[src/rtl/mux16_rr_arbiter_if.sv]
// Bus bundle between the round-robin arbiter and the logic that uses it.
// The master side drives requests and mux data; the slave side (the arbiter)
// returns the select, the one-hot grant and the registered sample.
interface mux16_rr_arbiter_if;
    logic [15:0] req;
    logic [15:0] in;
    logic [3:0]  s;
    logic [15:0] grant;
    logic        busy;
    logic        out;
    logic        out_valid;

    modport master (
        output req,
        output in,
        input  s,
        input  grant,
        input  busy,
        input  out,
        input  out_valid
    );

    modport slave (
        input  req,
        input  in,
        output s,
        output grant,
        output busy,
        output out,
        output out_valid
    );
endinterface

[src/rtl/mux16_rr_arbiter.sv]
// 16:1 single-bit mux plus the round-robin arbiter that owns its select lines.
// Requesters are granted one at a time for up to HOLD_CYCLES cycles; the
// selected bit is registered with a valid strobe while the grantee holds req.

module mux16_1 (
    input  logic [15:0] in,
    input  logic [3:0]  s,
    output logic        out
);
    // Plain combinational select.
    assign out = in[s];
endmodule

// state | meaning
// ------+-----------------------------------------------------------------
// IDLE  | no grant outstanding; grant = 0, s keeps the last grantee index
// GRANT | one requester owns the mux; counter counts down the hold window
module mux16_rr_arbiter #(
    parameter int HOLD_CYCLES = 4
) (
    input  logic               clk,
    input  logic               rst_n,
    mux16_rr_arbiter_if.slave  bus
);
    localparam int CW = (HOLD_CYCLES > 1) ? $clog2(HOLD_CYCLES) : 1;
    localparam logic [CW-1:0] RELOAD = CW'(HOLD_CYCLES - 1);

    typedef enum logic {
        IDLE,
        GRANT
    } state_t;

    state_t        state;
    logic [3:0]    ptr;
    logic [CW-1:0] cnt;
    logic          mux_out;
    logic [3:0]    win;
    logic          win_vld;
    logic [3:0]    idx;
    logic          release_now;

    mux16_1 u_mux (
        .in  (bus.in),
        .s   (bus.s),
        .out (mux_out)
    );

    // First set request at or after ptr, wrapping 15 -> 0.
    always_comb begin
        win     = '0;
        win_vld = 1'b0;
        idx     = '0;
        for (int i = 0; i < 16; i++) begin
            idx = ptr + 4'(i);
            if (!win_vld && bus.req[idx]) begin
                win     = idx;
                win_vld = 1'b1;
            end
        end
    end

    // Window ends when the grantee drops its request or the counter runs out.
    assign release_now = (state == GRANT) && (!bus.req[bus.s] || (cnt == '0));

    // Arbitration FSM with registered select, grant, busy and data sample.
    always_ff @(posedge clk or negedge rst_n) begin
        if (!rst_n) begin
            state         <= IDLE;
            ptr           <= '0;
            cnt           <= '0;
            bus.s         <= '0;
            bus.grant     <= '0;
            bus.busy      <= 1'b0;
            bus.out       <= 1'b0;
            bus.out_valid <= 1'b0;
        end else if (state == IDLE) begin
            bus.out_valid <= 1'b0;
            if (win_vld) begin
                state     <= GRANT;
                bus.s     <= win;
                bus.grant <= 16'h0001 << win;
                bus.busy  <= 1'b1;
                cnt       <= RELOAD;
                ptr       <= win + 4'd1;
            end
        end else begin
            if (bus.req[bus.s]) begin
                bus.out       <= mux_out;
                bus.out_valid <= 1'b1;
            end else begin
                bus.out_valid <= 1'b0;
            end
            if (release_now) begin
                // ptr already points past the current grantee, so it ranks last.
                if (win_vld) begin
                    bus.s     <= win;
                    bus.grant <= 16'h0001 << win;
                    cnt       <= RELOAD;
                    ptr       <= win + 4'd1;
                end else begin
                    state     <= IDLE;
                    bus.grant <= '0;
                    bus.busy  <= 1'b0;
                end
            end else begin
                cnt <= cnt - CW'(1);
            end
        end
    end
endmodule
[src/flat_wrapper.sv]
// flat-port wrapper written by rule: the top's interface ports become plain ports
module mux16_rr_arbiter_flat 
#(
    parameter int HOLD_CYCLES = 4
)
  (clk, rst_n, bus_req, bus_in, bus_s, bus_grant, bus_busy, bus_out, bus_out_valid);
  mux16_rr_arbiter_if bus_i ();
  input  logic clk;
  input  logic rst_n;
  input wire logic [$bits(bus_i.req)-1:0] bus_req;
  input wire logic [$bits(bus_i.in)-1:0] bus_in;
  output wire logic [$bits(bus_i.s)-1:0] bus_s;
  output wire logic [$bits(bus_i.grant)-1:0] bus_grant;
  output wire logic [$bits(bus_i.busy)-1:0] bus_busy;
  output wire logic [$bits(bus_i.out)-1:0] bus_out;
  output wire logic [$bits(bus_i.out_valid)-1:0] bus_out_valid;
  assign bus_i.req = bus_req;
  assign bus_i.in = bus_in;
  assign bus_s = bus_i.s;
  assign bus_grant = bus_i.grant;
  assign bus_busy = bus_i.busy;
  assign bus_out = bus_i.out;
  assign bus_out_valid = bus_i.out_valid;
  mux16_rr_arbiter #(.HOLD_CYCLES(HOLD_CYCLES)) u_core (.clk(clk), .rst_n(rst_n), .bus(bus_i));
endmodule
[config.mk]
export PLATFORM = sky130hd
export DESIGN_NAME = mux16_rr_arbiter_flat
export DESIGN_NICKNAME = d
export VERILOG_FILES = /design/src/rtl/mux16_rr_arbiter_if.sv /design/src/rtl/mux16_rr_arbiter.sv /design/src/flat_wrapper.sv
export SDC_FILE = /design/constraint.sdc
export NUM_CORES = 1
export LEC_CHECK = 0
export BUFFER_PORTS_ARGS = -buffer_cell sky130_fd_sc_hd__buf_2
export CAP_MARGIN = 10
export CORE_MARGIN = 10
export CORE_UTILIZATION = 49
export CTS_BUF_LIST = sky130_fd_sc_hd__clkbuf_8 sky130_fd_sc_hd__clkbuf_16
export CTS_CLUSTER_DIAMETER = 150
export DETAILED_ROUTE_END_ITERATION = 10
export PLACE_DENSITY_LB_ADDON = 0.2
export SLEW_MARGIN = 20
export SYNTH_ARGS = -nofsm -noshare
export SYNTH_HDL_FRONTEND = slang
export SYNTH_SLANG_ARGS = --single-unit
[constraint.sdc]
create_clock -name clk -period 10 [get_ports clk]
set_clock_uncertainty 0.2 [all_clocks]
set_input_delay 0.5 -clock clk [delete_from_list [all_inputs] [get_ports clk]]
set_output_delay 0.5 -clock clk [all_outputs]
set_load 0.03 [all_outputs]
After elaboration in Yosys (flattened, before gate mapping)
Cells that the tools add are included.

Output and inout bits: 23. Word-level logic and storage cells: 173. Memory bits (writable): 0. Memories kept: 0. Bits in latches: 0. Register bits: 30. Input port bits: 34. Bits in read-only memories: 0.

$mul: 0. Equality and inequality tests: 2. Shift-type cells: 1. Bitwise gates (word level): 0. Multiplexer cells: 90. Reductions and logical operators: 38. Magnitude comparators: 17. Div/mod/pow operators: 0. Add/sub/neg operators: 17.

Operators by type and width (count): $mux 4 (22); $lt 4x5->1 const B (17); $bmux 1 s4 (18); $mux 16 (4); $mux 1 (43); $add 4x4->4 const B (8); $add 4x3->4 const B (4); $logic_and 1x1->1 (16); $logic_not 1->1 (16); $shl 1x4->16 const A (1); $add 4x1->4 const B (2); $add 4x2->4 const B (2); $mux 2 (3); $ne 2x2->1 const B (2); $reduce_and 2->1 (2); $reduce_and 3->1 (1); $logic_not 2->1 (1); $reduce_bool 2->1 (1); $sub 2x1->2 const B (1); $logic_or 1x1->1 (1).

Depth between registers and ports, before layout
Gate-level depths: netlist of run 1.

Word-level depth: 52. Gate-level depth with buffers: 21. Depth with buffers taken out: 15.

Hierarchy
From an unflattened synthesis of run 1, not the netlist that was laid out.

Cell total of the unflattened synthesis: 423. Area, all modules: 4122.7 um^2.

Modules (own cells, without submodules): mux16_rr_arbiter (times used 1, sequential area each 750.7 um^2, cells an instance 416, area each 3987.6 um^2); mux16_1 (times used 1, sequential area each 0.0 um^2, cells an instance 7, area each 135.1 um^2).

Least setup slack after synthesis of run 1
Ideal clock, no wire load.

Path type: flip-flop to flip-flop. Start: reg u_core.ptr[1]. End: reg u_core.ptr[2]. Path buffers: 6. Cell stages (with the launch flop): 22. Data arrival time: 5096 ps. Data required time: 9656 ps. Slack: 4560 ps. Period minus slack after synthesis: 5440 ps. Setup time: 144 ps. Cell sequence: dfrtp_1 > buf_6 > buf_12 > buf_2 > clkbuf_1 > inv_1 > ha_1 > buf_4 > mux4_2 > mux2_2 > mux2_2 > or4b_4 > nor2_1 > buf_2 > o211ai_1 > and4_1 > a32o_1 > inv_1 > ha_1 > ha_1 > nand2_1 > o21ai_0.

Cells in the longest elaborated chain, start to end: 52. Elaborated cells on any way between the ends: 113. Those cells by class: add/sub: 16; mux: 67; reduce/logical: 30.

RTL lines: start, declared (RTL line mux16_rr_arbiter.sv:34) `logic [3:0] ptr;`; start signal, assigned (RTL line mux16_rr_arbiter.sv:84) `ptr <= win + 4'd1;`; start signal, assigned (RTL line mux16_rr_arbiter.sv:99) `ptr <= win + 4'd1;`; branches (longest 47 deep; another with $add 4x1->4); $mux 4 (*) (RTL line mux16_rr_arbiter.sv:55) `if (!win_vld && bus.req[idx]) begin`; named net u_core.win[0] (RTL line mux16_rr_arbiter.sv:37) `logic [3:0] win;`; $add 4x1->4 (*) (RTL line mux16_rr_arbiter.sv:84, mux16_rr_arbiter.sv:99); $mux 4 (*) (RTL line mux16_rr_arbiter.sv:78, mux16_rr_arbiter.sv:95); $mux 4 (RTL line mux16_rr_arbiter.sv:93) `if (release_now) begin`; $mux 4 (*) (RTL line mux16_rr_arbiter.sv:76) `end else if (state == IDLE) begin`.

Mark *: on every way through the listed nets, which the timed path passes. The select of a mux whose other input is x is not followed. A chain may end at the register's enable or synchronous reset.

Worst setup path in the final report of run 1
Start: reg u_core.ptr[1]. End: reg u_core.bus.s[3].

Cells in the longest elaborated chain, start to end: 51. Elaborated cells on any way between the ends: 112. Those cells by class: add/sub: 15; mux: 67; reduce/logical: 30.

RTL lines: branches (longest 48 deep; another with $add 4x1->4); $mux 4 (*) (RTL line mux16_rr_arbiter.sv:78, mux16_rr_arbiter.sv:95); $mux 4 (RTL line mux16_rr_arbiter.sv:93); $mux 4 (*) (RTL line mux16_rr_arbiter.sv:76); end signal, assigned (RTL line mux16_rr_arbiter.sv:80) `bus.s <= win;`; end signal, assigned (RTL line mux16_rr_arbiter.sv:96) `bus.s <= win;`; end, declared (RTL line mux16_rr_arbiter_if.sv:26) `output s,`.

Mark *: on every way between the ends. The select of a mux whose other input is x is not followed.

==> results of run 1 <==
-- metrics by stage --
stage | util (%) | worst slack [ns] | hold WS, ns | cells | cell area, um^2
after floorplan | - | 4.56 | 0.00441 | 429 | 4260
after global placement | 54.4 | 3.82 | 0.257 | 566 | 4540
after detailed placement | 54.4 | 3.67 | 0.267 | 566 | 4540
after CTS | 55.5 | 3.66 | 0.0600 | 574 | 4630
after global routing | 55.6 | 3.23 | 0.0957 | 574 | 4640
final | 55.6 | 3.63 | 0.0457 | 574 | 4640
-- routing by layer --
metal / up-vias / GRT usage, % / share of wire (%)
met3: 27 / 4.01 / 10
met4: 0 / 6.01 / 2.5
met2: 230 / 29.5 / 44
met1: 1936 / 27.0 / 43
li1: 1762 / - / -
met5: - / 0 / 0
-- cells in the mapped netlist, types with 3 or more instances --
| library cell | count |
|---|---|
| mux2i_1 | 24 |
| ha_1 | 13 |
| xnor2_1 | 6 |
| nor3_1 | 4 |
| mux4_1 | 8 |
| mux4_2 | 39 |
| o21ai_0 | 23 |
| a21oi_1 | 17 |
| nand3_1 | 11 |
| inv_1 | 16 |
| and3_1 | 3 |
| a21boi_0 | 3 |
| nand2b_1 | 5 |
| clkbuf_1 | 11 |
| o21a_1 | 3 |
| o22ai_1 | 3 |
| a22o_1 | 3 |
| dfrtp_1 | 30 |
| o2111ai_1 | 4 |
| o211ai_1 | 10 |
| nor2_1 | 24 |
| buf_4 | 3 |
| buf_2 | 8 |
| mux2_2 | 22 |
| nand2_1 | 53 |
| or2_2 | 3 |
| nor2b_1 | 5 |
| o21ai_2 | 4 |
| xor2_1 | 3 |
| a31oi_1 | 4 |
-- area by class of cell --
type / instances / area, um^2 / area share (%)
repair buffers: 59 / 303 / 6.53
clock inverters: 2 / 8.76 / 0.189
flip-flops and latches: 30 / 751 / 16.2
well taps: 105 / 131 / 2.83
clock buffers: 6 / 82.6 / 1.78
inverters: 17 / 63.8 / 1.38
multi-input cells: 355 / 3300 / 71.1
-- cells by family (layout without fill, tap and decap cells) --
logic type	after synthesis	after routing	share of synthesized area [%]
flops	30	30	17.6
fa+ha+maj	14	14	4.06
buf+inv	44	84	5.11
compound gates	108	108	18.1
mux	95	95	37.6
simple gates	129	129	15.6
xor+xnor	9	9	1.85
-- flip-flops by register name (all words and copies together) (netlist names) --
name	flops
u_core.bus.s	4
u_core.ptr	4
u_core.bus.grant	16
u_core.bus.out	1
u_core.state	1
u_core.bus.out_valid	1
u_core.bus.busy	1
u_core.cnt	2
-- critical path: stages (launching register included) --
cell and delay, ns:
dfrtp_1 0.33, buf_4 0.43, inv_1 0.26, ha_1 1.02, mux4_2 0.66, mux2_2 0.33
mux2_2 0.33, or4b_4 0.58, nor2_1 0.56, nand3_4 0.17, or3_1 0.56, o22ai_2 0.57
o21ai_0 0.18
-- how the worst min path moves through the flow --
| stage | startpoint | end | cells after the start |
|---|---|---|---|
| after global placement | u_core.cnt[0]$_DFF_PN0_ | u_core.cnt[0]$_DFF_PN0_ | 1 |
| after global routing | rst_n | u_core.bus.grant[15]$_DFFE_PN0P_ | 1 |
| after detailed placement | u_core.bus.grant[8]$_DFFE_PN0P_ | u_core.bus.grant[8]$_DFFE_PN0P_ | 2 |
| final | rst_n | u_core.bus.grant[15]$_DFFE_PN0P_ | 1 |
| after floorplan | rst_n | u_core.bus.busy$_DFFE_PN0P_ | 0 |
| after CTS | rst_n | u_core.bus.grant[8]$_DFFE_PN0P_ | 1 |
-- placed cells by master (no fill, tap or decap), drive strengths merged, types with 3 or more instances in the layout --
cell / count
xor2: 3
mux2: 24
o21ai: 30
o21a: 3
nand2b: 5
nor3: 4
a22o: 3
o211ai: 11
nor2b: 5
and3: 3
a21boi: 4
buf: 59
mux4: 47
nand3: 12
o22ai: 4
dfrtp: 30
o2111ai: 4
nand2: 53
clkbuf: 6
a31oi: 4
inv: 18
ha: 13
mux2i: 24
xnor2: 6
a21oi: 17
nor2: 24
or2: 4
==> summary.md, run 1 <==
| Metric | Value |
|---|---|
| Worst skew pair latency | `between 0.2 and 0.3 ns` |
| Port Buffers | `56` |
| Vias in the first global route | `roughly 3800` |
| Register clock-pin slew on the reported worst setup and hold paths | `0.06 ns` |
| DP HPWL | `9640 um` |
| Status | `complete, no violations` |
| R2R cell count | `12` |
| CTS-repair resized insts | `0` |
| Initial antenna violation count | `0` |
| CTS max path bufs | `2` |
| Startpoint Class | `flip-flop` |
| Cts hold-fix bufs | `0` |
| Yosys warns | `0` |
| Initial Utilization | `between 50% and 60%` |
| Num ports | `57` |
| Fmax achieved | `between 0.15 and 0.2 GHz` |
| Gr usage total | `about a fifth` |
| Slack of the worst reg-to-reg path | `3.63 ns` |
| Sequential fraction of the synthesis area | `roughly 18%` |
| Fin crit period | `about 6.4 ns` |
| Endpoint type of the worst setup path | `flip-flop` |
| Final Hold Viols | `0` |
| Post-synthesis register bit count | `30` |
| Row count | `33` |
| Worst Path Required | `~9.9 ns` |
| Num CTS Buffers | `5` |
| Synth top area share | `roughly a fifth` |
| Cell taking the most area after synthesis | `mux4_2` |
| DRT antenna net count | `0` |
| Die X | `approximately 110 um` |
| Mean Syn Cell Area | `between 9 and 10 um^2` |
| Post-synthesis cell area | `approximately 4300 um^2` |
| Fillers | `772` |
| Relative slew slack | `~33%` |
| CTS sink cnt | `30` |
| Number of vias per cell | `just under 7` |
| Ys async rst share | `100%` |
| Die Y | `between 100 and 150 um` |
| Max Slew Vio Count | `0` |
| Detailed router's first-iteration violation count | `371` |
| Setup TNS | `0 ns` |
| Synth Net Count | `roughly 480` |
| H-tree level count | `2` |
| Top FF cell, synth | `dfrtp_1` |
| Number of flops mapped to enable cells by yosys | `0` |
| Synth area leaders | `mux4_2 (21%), dfrtp_1 (18%), mux2_2 (5.8%), mux2i_1 (5.6%), mux4_1 (4.9%)` |
| Tcrit/Tclk final | `a little under two thirds` |
| Root Buffer | `clkbuf_8` |
| Critical Path Start | `u_core.ptr[1]$_DFFE_PN0P_` |
| Count of unique library cells instantiated by Yosys | `slightly above 80` |
| CP arrival | `approximately 6.3 ns` |
| Total wire length after detailed routing | `13000 um` |
| MaxCap Viol Count | `0` |
| Area Growth Syn to Fin | `8.90%` |
| Global-route wire length before repair | `around 20000 um` |
| RR Startpoint | `u_core.ptr[1]$_DFFE_PN0P_` |
| DR pass1 iterations | `5` |
| Worst-margin pin slew | `between 0.9 and 1 ns` |
| Worst setup path end | `u_core.bus.s[3]$_DFFE_PN0P_` |
| Die footprint | `~13000 um^2` |
| FF-to-FF End | `u_core.bus.s[3]$_DFFE_PN0P_` |
| Final Wtd Congestion | `between 0.9 and 1` |
| Congestion Overflow GR | `0` |
| DRC Markers | `0` |
| Layout cell share with drive strength beyond 1 | `between 30% and 40%` |
| CTS tree | `built` |
| Worst Hold Class | `in -> async` |
| Max FO, Critical Path | `35` |
| RSZ-0062 raised after global routing | `no` |
| Final setup violation count | `0` |
| # diodes | `0` |
| Core area | `approximately 8300 um^2` |
| Largest net degree at the start of global routing | `42` |
| Post-CTS Repair Setup Buffers | `0` |
| Crit path kind | `reg -> reg` |
| Vias | `approximately 4000` |
| Synthesized netlist cell count | `429` |
| # nets final | `around 520` |
| Wire per inst | `22.7 um` |
Power of run 1 is left out: the tool's default activity adds up to more than one toggle a clock period on the data nets, which glitch-free logic cannot reach.
==> run 2, diff against run 1 <==
- clock period: 10 -> 5.4 ns (I/O delays scaled with it)
==> summary.md, run 2 (synthesis gave the netlist of run 1 again) <==
| Metric | Value |
|---|---|
| Status | `complete, no violations` |
| Fmax achieved | `around 0.20 GHz` |
| FF-to-FF End | `u_core.ptr[2]$_DFFE_PN0P_` |
| Most flops, register | `u_core.bus.grant` |
| Worst-margin pin slew | `around 0.86 ns` |
| DRC Markers | `0` |
| Detailed router's first-iteration violation count | `roughly 370` |
| R2R cell count | `15` |
| # nets final | `530` |
| Layout cell share with drive strength beyond 1 | `33.7%` |
| Max Slew Vio Count | `0` |
| Post-CTS Repair Setup Buffers | `0` |
| RSZ-0062 raised after global routing | `no` |
| MaxCap Viol Count | `0` |
| Core area | `approximately 8300 um^2` |
| Final setup violation count | `0` |
| RR Startpoint | `u_core.ptr[0]$_DFFE_PN0P_` |
| Multi-input gate area | `between 3000 and 4000 um^2` |
| Routing usage on met2 | `about 30%` |
| Total wire length after detailed routing | `about 13000 um` |
| Congestion Overflow GR | `0` |
| Global-route wire length before repair | `around 21000 um` |
| Fin crit period | `4.96 ns` |
| CTS max path bufs | `2` |
| Num CTS Buffers | `5` |
| Largest net degree at the start of global routing | `between 40 and 50` |
| Storage cell area | `roughly 750 um^2` |
| Busiest grt layer | `met2` |
| CTS sink cnt | `30` |
| Final Hold Viols | `0` |
| Die X | `~110 um` |
| Num ports | `57` |
| Vias | `approximately 4000` |
| DRT antenna net count | `0` |
| CTS tree | `built` |
| DR pass1 iterations | `5` |
| Crit path kind | `reg -> reg` |
| Met3 Use GR | `around 5.7%` |
| Number of vias per cell | `approximately 6.9` |
| Setup TNS | `0 ns` |
| Die footprint | `between 10000 and 15000 um^2` |
| # diodes | `0` |
| Hold WS | `0.267 ns` |
| Grt met1 use | `27.0%` |
| Fillers | `around 770` |
| Worst Hold Class | `reg -> reg` |
| Tcrit/Tclk final | `91.9%` |
| Regs by FF count | `u_core.bus.grant x16, u_core.bus.s x4, u_core.ptr x4` |
| Worst Path Required | `between 5 and 6 ns` |
| Worst skew pair latency | `between 0.2 and 0.3 ns` |
| Max reg flops | `16` |
| Initial antenna violation count | `0` |
| Root Buffer | `clkbuf_8` |
| Endpoint type of the worst setup path | `flip-flop` |
| Slack of the worst reg-to-reg path | `~0.44 ns` |
| Register clock-pin slew on the reported worst setup and hold paths | `0.06 ns` |
| Vias in the first global route | `between 3000 and 4000` |
| Wire per inst | `22.5 um` |
| Initial Utilization | `around 51%` |
| Startpoint Class | `flip-flop` |
| Die Y | `~110 um` |
| Max FO, Critical Path | `22` |
| Relative slew slack | `~43%` |
| Commonest non-fill, non-tap cell in the layout | `buf_2` |
| Row count | `33` |
| CTS-repair resized insts | `0` |
| Port Buffers | `between 50 and 60` |
| Worst setup path end | `u_core.ptr[2]$_DFFE_PN0P_` |
| Final Wtd Congestion | `between 1 and 1.5` |
| DP HPWL | `10000 um` |
| Critical Path Start | `u_core.ptr[0]$_DFFE_PN0P_` |
| Gr usage total | `about 20%` |
| CP arrival | `a little under 5 ns` |
| H-tree level count | `2` |
| Cts hold-fix bufs | `1` |
| Commonest cells after routing, fill and taps aside | `buf_2 (56), nand2_1 (53), mux4_2 (39), dfrtp_1 (30)` |
| Area Growth Syn to Fin | `11.5%` |
-- run 2: cell type report --
type	instances	area share [%]
inverter	17	1.34
timing repair buffer	74	8.80
tap	105	2.77
multi-input combinational	355	69.3
clock buffer	6	1.74
clock inverter	2	0.264
sequential	30	15.8
-- run 2: metrics by stage --
| stage | setup slack [ns] | instances | util [%] | area (um^2) |
|---|---|---|---|---|
| after floorplan | 0.0992 | 429 | - | 4260 |
| after global placement | 0.557 | 580 | 55.7 | 4640 |
| after detailed placement | 0.479 | 580 | 55.7 | 4640 |
| after CTS | 0.469 | 589 | 56.9 | 4750 |
| after global routing | 0.0553 | 589 | 56.9 | 4750 |
| final | 0.435 | 589 | 56.9 | 4750 |
-- run 2: critical path, cell delays in order, from the launching register on --
cell,delay (ns)
dfrtp_1,0.36
inv_2,0.11
ha_1,0.42
buf_4,0.33
mux4_2,0.38
mux2_2,0.30
mux2_2,0.32
or4b_4,0.58
nor4_2,0.49
a32oi_1,0.21
o2111ai_1,0.22
o32a_1,0.31
ha_1,0.22
ha_1,0.23
nand2_1,0.06
o21ai_0,0.07
-- run 2: worst min-delay path by stage --
stage,endpoint,depth (start not counted),startpoint,slack [ns]
2_1_floorplan,u_core.bus.busy$_DFFE_PN0P_,0,rst_n,-0.23
3_3_place_gp,u_core.cnt[0]$_DFF_PN0_,1,rst_n,0.13
3_5_place_dp,u_core.bus.out_valid$_DFF_PN0_,1,rst_n,0.14
4_1_cts,u_core.cnt[0]$_DFF_PN0_,1,u_core.cnt[0]$_DFF_PN0_,0.27
5_1_grt,u_core.cnt[0]$_DFF_PN0_,1,u_core.cnt[0]$_DFF_PN0_,0.28
6_report,u_core.cnt[0]$_DFF_PN0_,1,u_core.cnt[0]$_DFF_PN0_,0.27
-- run 2: routing by layer --
| metal | vias up | share of wire, % | routed length (um) |
|---|---|---|---|
| met3 | 37 | 12 | 1550 |
| met1 | 1947 | 41 | 5400 |
| met4 | 0 | 2.8 | 377 |
| met2 | 260 | 45 | 5900 |
| met5 | - | 0 | 0 |
| li1 | 1791 | - | - |
Power of run 2 is left out for the same reason.
==> run 3, diff against run 2 <==
--- a/config.mk
+++ b/config.mk
@@ -10,3 +10,3 @@
 export CORE_MARGIN = 10
-export CORE_UTILIZATION = 49
+export CORE_UTILIZATION = 30
 export CTS_BUF_LIST = sky130_fd_sc_hd__clkbuf_8 sky130_fd_sc_hd__clkbuf_16
@@ -14,2 +14,3 @@
 export DETAILED_ROUTE_END_ITERATION = 10
+export GPL_ROUTABILITY_DRIVEN = 0
 export PLACE_DENSITY_LB_ADDON = 0.2
==> constraint.sdc (replaced) <==
create_clock -name clk -period 5.4 [get_ports clk]
set_clock_uncertainty 0.2 [all_clocks]
set_input_delay 0 -clock clk [delete_from_list [all_inputs] [get_ports clk]]
set_output_delay 0 -clock clk [all_outputs]
set_load 0.03 [all_outputs]
==> summary.md, run 3 (synthesis gave the netlist of run 1 again) <==
| Metric | Value |
|---|---|
| Status | `complete, no violations` |
| Port Buffers | `56` |
| Setup ws final | `0.361 ns` |
| Layout cell share with drive strength beyond 1 | `33.4%` |
| Wire per inst | `between 20 and 25 um` |
| Root Buffer | `clkbuf_16` |
| DP HPWL | `around 10000 um` |
| Startpoint Class | `flip-flop` |
| DR pass1 iterations | `4` |
| Die Y | `139 um` |
| Max FO, Critical Path | `22` |
| Relative slew slack | `between 40% and 50%` |
| Crit path kind | `reg -> reg` |
| Tcrit/Tclk final | `between 90% and 100%` |
| Commonest non-fill, non-tap cell in the layout | `buf_2` |
| Initial Utilization | `30.7%` |
| DRC Markers | `0` |
| Fmax achieved | `0.198 GHz` |
| Num ports | `57` |
| Gr usage total | `around 13%` |
| Die footprint | `between 15000 and 20000 um^2` |
| Endpoint type of the worst setup path | `flip-flop` |
| Final Hold Viols | `0` |
| CTS max path bufs | `2` |
| Congestion Overflow GR | `0` |
| MaxCap Viol Count | `0` |
| RSZ-0062 raised after global routing | `no` |
| Vias | `just under 4000` |
| DRT antenna net count | `0` |
| Max Slew Vio Count | `0` |
| Final setup violation count | `0` |
| # nets final | `roughly 530` |
| Largest net degree at the start of global routing | `41` |
| Commonest cells after routing, fill and taps aside | `buf_2 (56), nand2_1 (53), mux4_2 (39), dfrtp_1 (30)` |
| Register clock-pin slew on the reported worst setup and hold paths | `0.05 ns` |
| Total wire length after detailed routing | `roughly 13000 um` |
| H-tree level count | `2` |
| CTS-repair resized insts | `0` |
| Area Growth Syn to Fin | `14.7%` |
| Worst Hold Class | `in -> async` |
| Num CTS Buffers | `5` |
| Worst Path Required | `approximately 5.4 ns` |
| Worst skew pair latency | `0.28 ns` |
| Setup TNS | `0 ns` |
| # diodes | `0` |
| Number of vias per cell | `5.81` |
| Global-route wire length before repair | `about 22000 um` |
| CTS sink cnt | `30` |
| RR Startpoint | `u_core.ptr[0]$_DFFE_PN0P_` |
| Worst-margin pin slew | `0.854 ns` |
| Die X | `~140 um` |
| CTS tree | `built` |
| Core area | `between 10000 and 15000 um^2` |
| Initial antenna violation count | `0` |
| Most flops, register | `u_core.bus.grant` |
| Fin crit period | `~5.0 ns` |
| Detailed router's first-iteration violation count | `241` |
| Dpl ws | `between 0.3 and 0.4 ns` |
| Critical Path Start | `u_core.ptr[0]$_DFFE_PN0P_` |
| Max reg flops | `16` |
| Vias in the first global route | `just under 4000` |
| Row count | `43` |
| CP arrival | `slightly above 5 ns` |
| Regs by FF count | `u_core.bus.grant x16, u_core.bus.s x4, u_core.ptr x4` |
==> run 3: changes by cell type in the layout (fill, tap and decap cells not counted) <==
cell / delta
buf_4: -2
clkbuf_16: +5
clkbuf_8: -5
==> run 3: what timing repair did <==
action                    in CTS  in global routing
hold endpoints to repair      30                  0
hold buffers                   1                  0
setup buffers                  0                  0
==> run 3: final timing paths <==
| check | end | slack (ns) | cells after the start |
|---|---|---|---|
| min reg2reg | u_core.cnt[0]$_DFF_PN0_ | 0.27 | 1 |
| max reg2reg | u_core.bus.grant[1]$_DFFE_PN0P_ | 0.36 | 14 |
| min in group clk | u_core.bus.out$_DFFE_PN0P_ | 0.19 | 4 |
| min | u_core.bus.busy$_DFFE_PN0P_ | 0.10 | 2 |
| max | u_core.bus.grant[1]$_DFFE_PN0P_ | 0.36 | 14 |
| max in group asynchronous | u_core.bus.grant[13]$_DFFE_PN0P_ | 4.47 | 2 |
==> run 3: metrics by stage <==
step                util (%)  instance area (um^2)  hold WS (ns)  instances
floorplan                  -                  4260        -0.496        429
detailed placement      34.0                  4720        -0.117        653
global placement        34.0                  4720        -0.128        653
finish                  35.2                  4880         0.101        662
global route            35.2                  4880         0.192        662
CTS                     35.2                  4880         0.122        662
==> run 3: metal layers <==
layer  part of all wire (%)  up-vias  GRT usage (%)
li1                       -     1794              -
met1                     47     1913           18.7
met4                    2.2        0           4.17
met2                     46      119           20.8
met5                      0        -              0
met3                    5.2       21           2.05
==> run 3: area by class of cell <==
| class | count | area [um^2] |
|---|---|---|
| Multi-Input combinational cell | 355 | 3290 |
| Inverter | 17 | 63.8 |
| Tap cell | 180 | 225 |
| Clock buffer | 6 | 139 |
| Clock inverter | 2 | 12.5 |
| Timing Repair Buffer | 72 | 403 |
| Fill cell | 1461 | 9000 |
| Sequential cell | 30 | 751 |
==> run 3: worst max-delay path: stages, from the launching register on <==
cell     delay (ns)
dfrtp_1        0.35
inv_2          0.11
ha_1           0.42
buf_4          0.33
mux4_2         0.39
mux2_2         0.31
mux2_2         0.32
or4b_4         0.58
nor2_1         0.25
buf_4          0.22
nand3_4        0.10
or3_1          0.55
o22ai_2        0.59
nand2_1        0.15
o21ai_2        0.09
Power of run 3 is left out for the same reason.
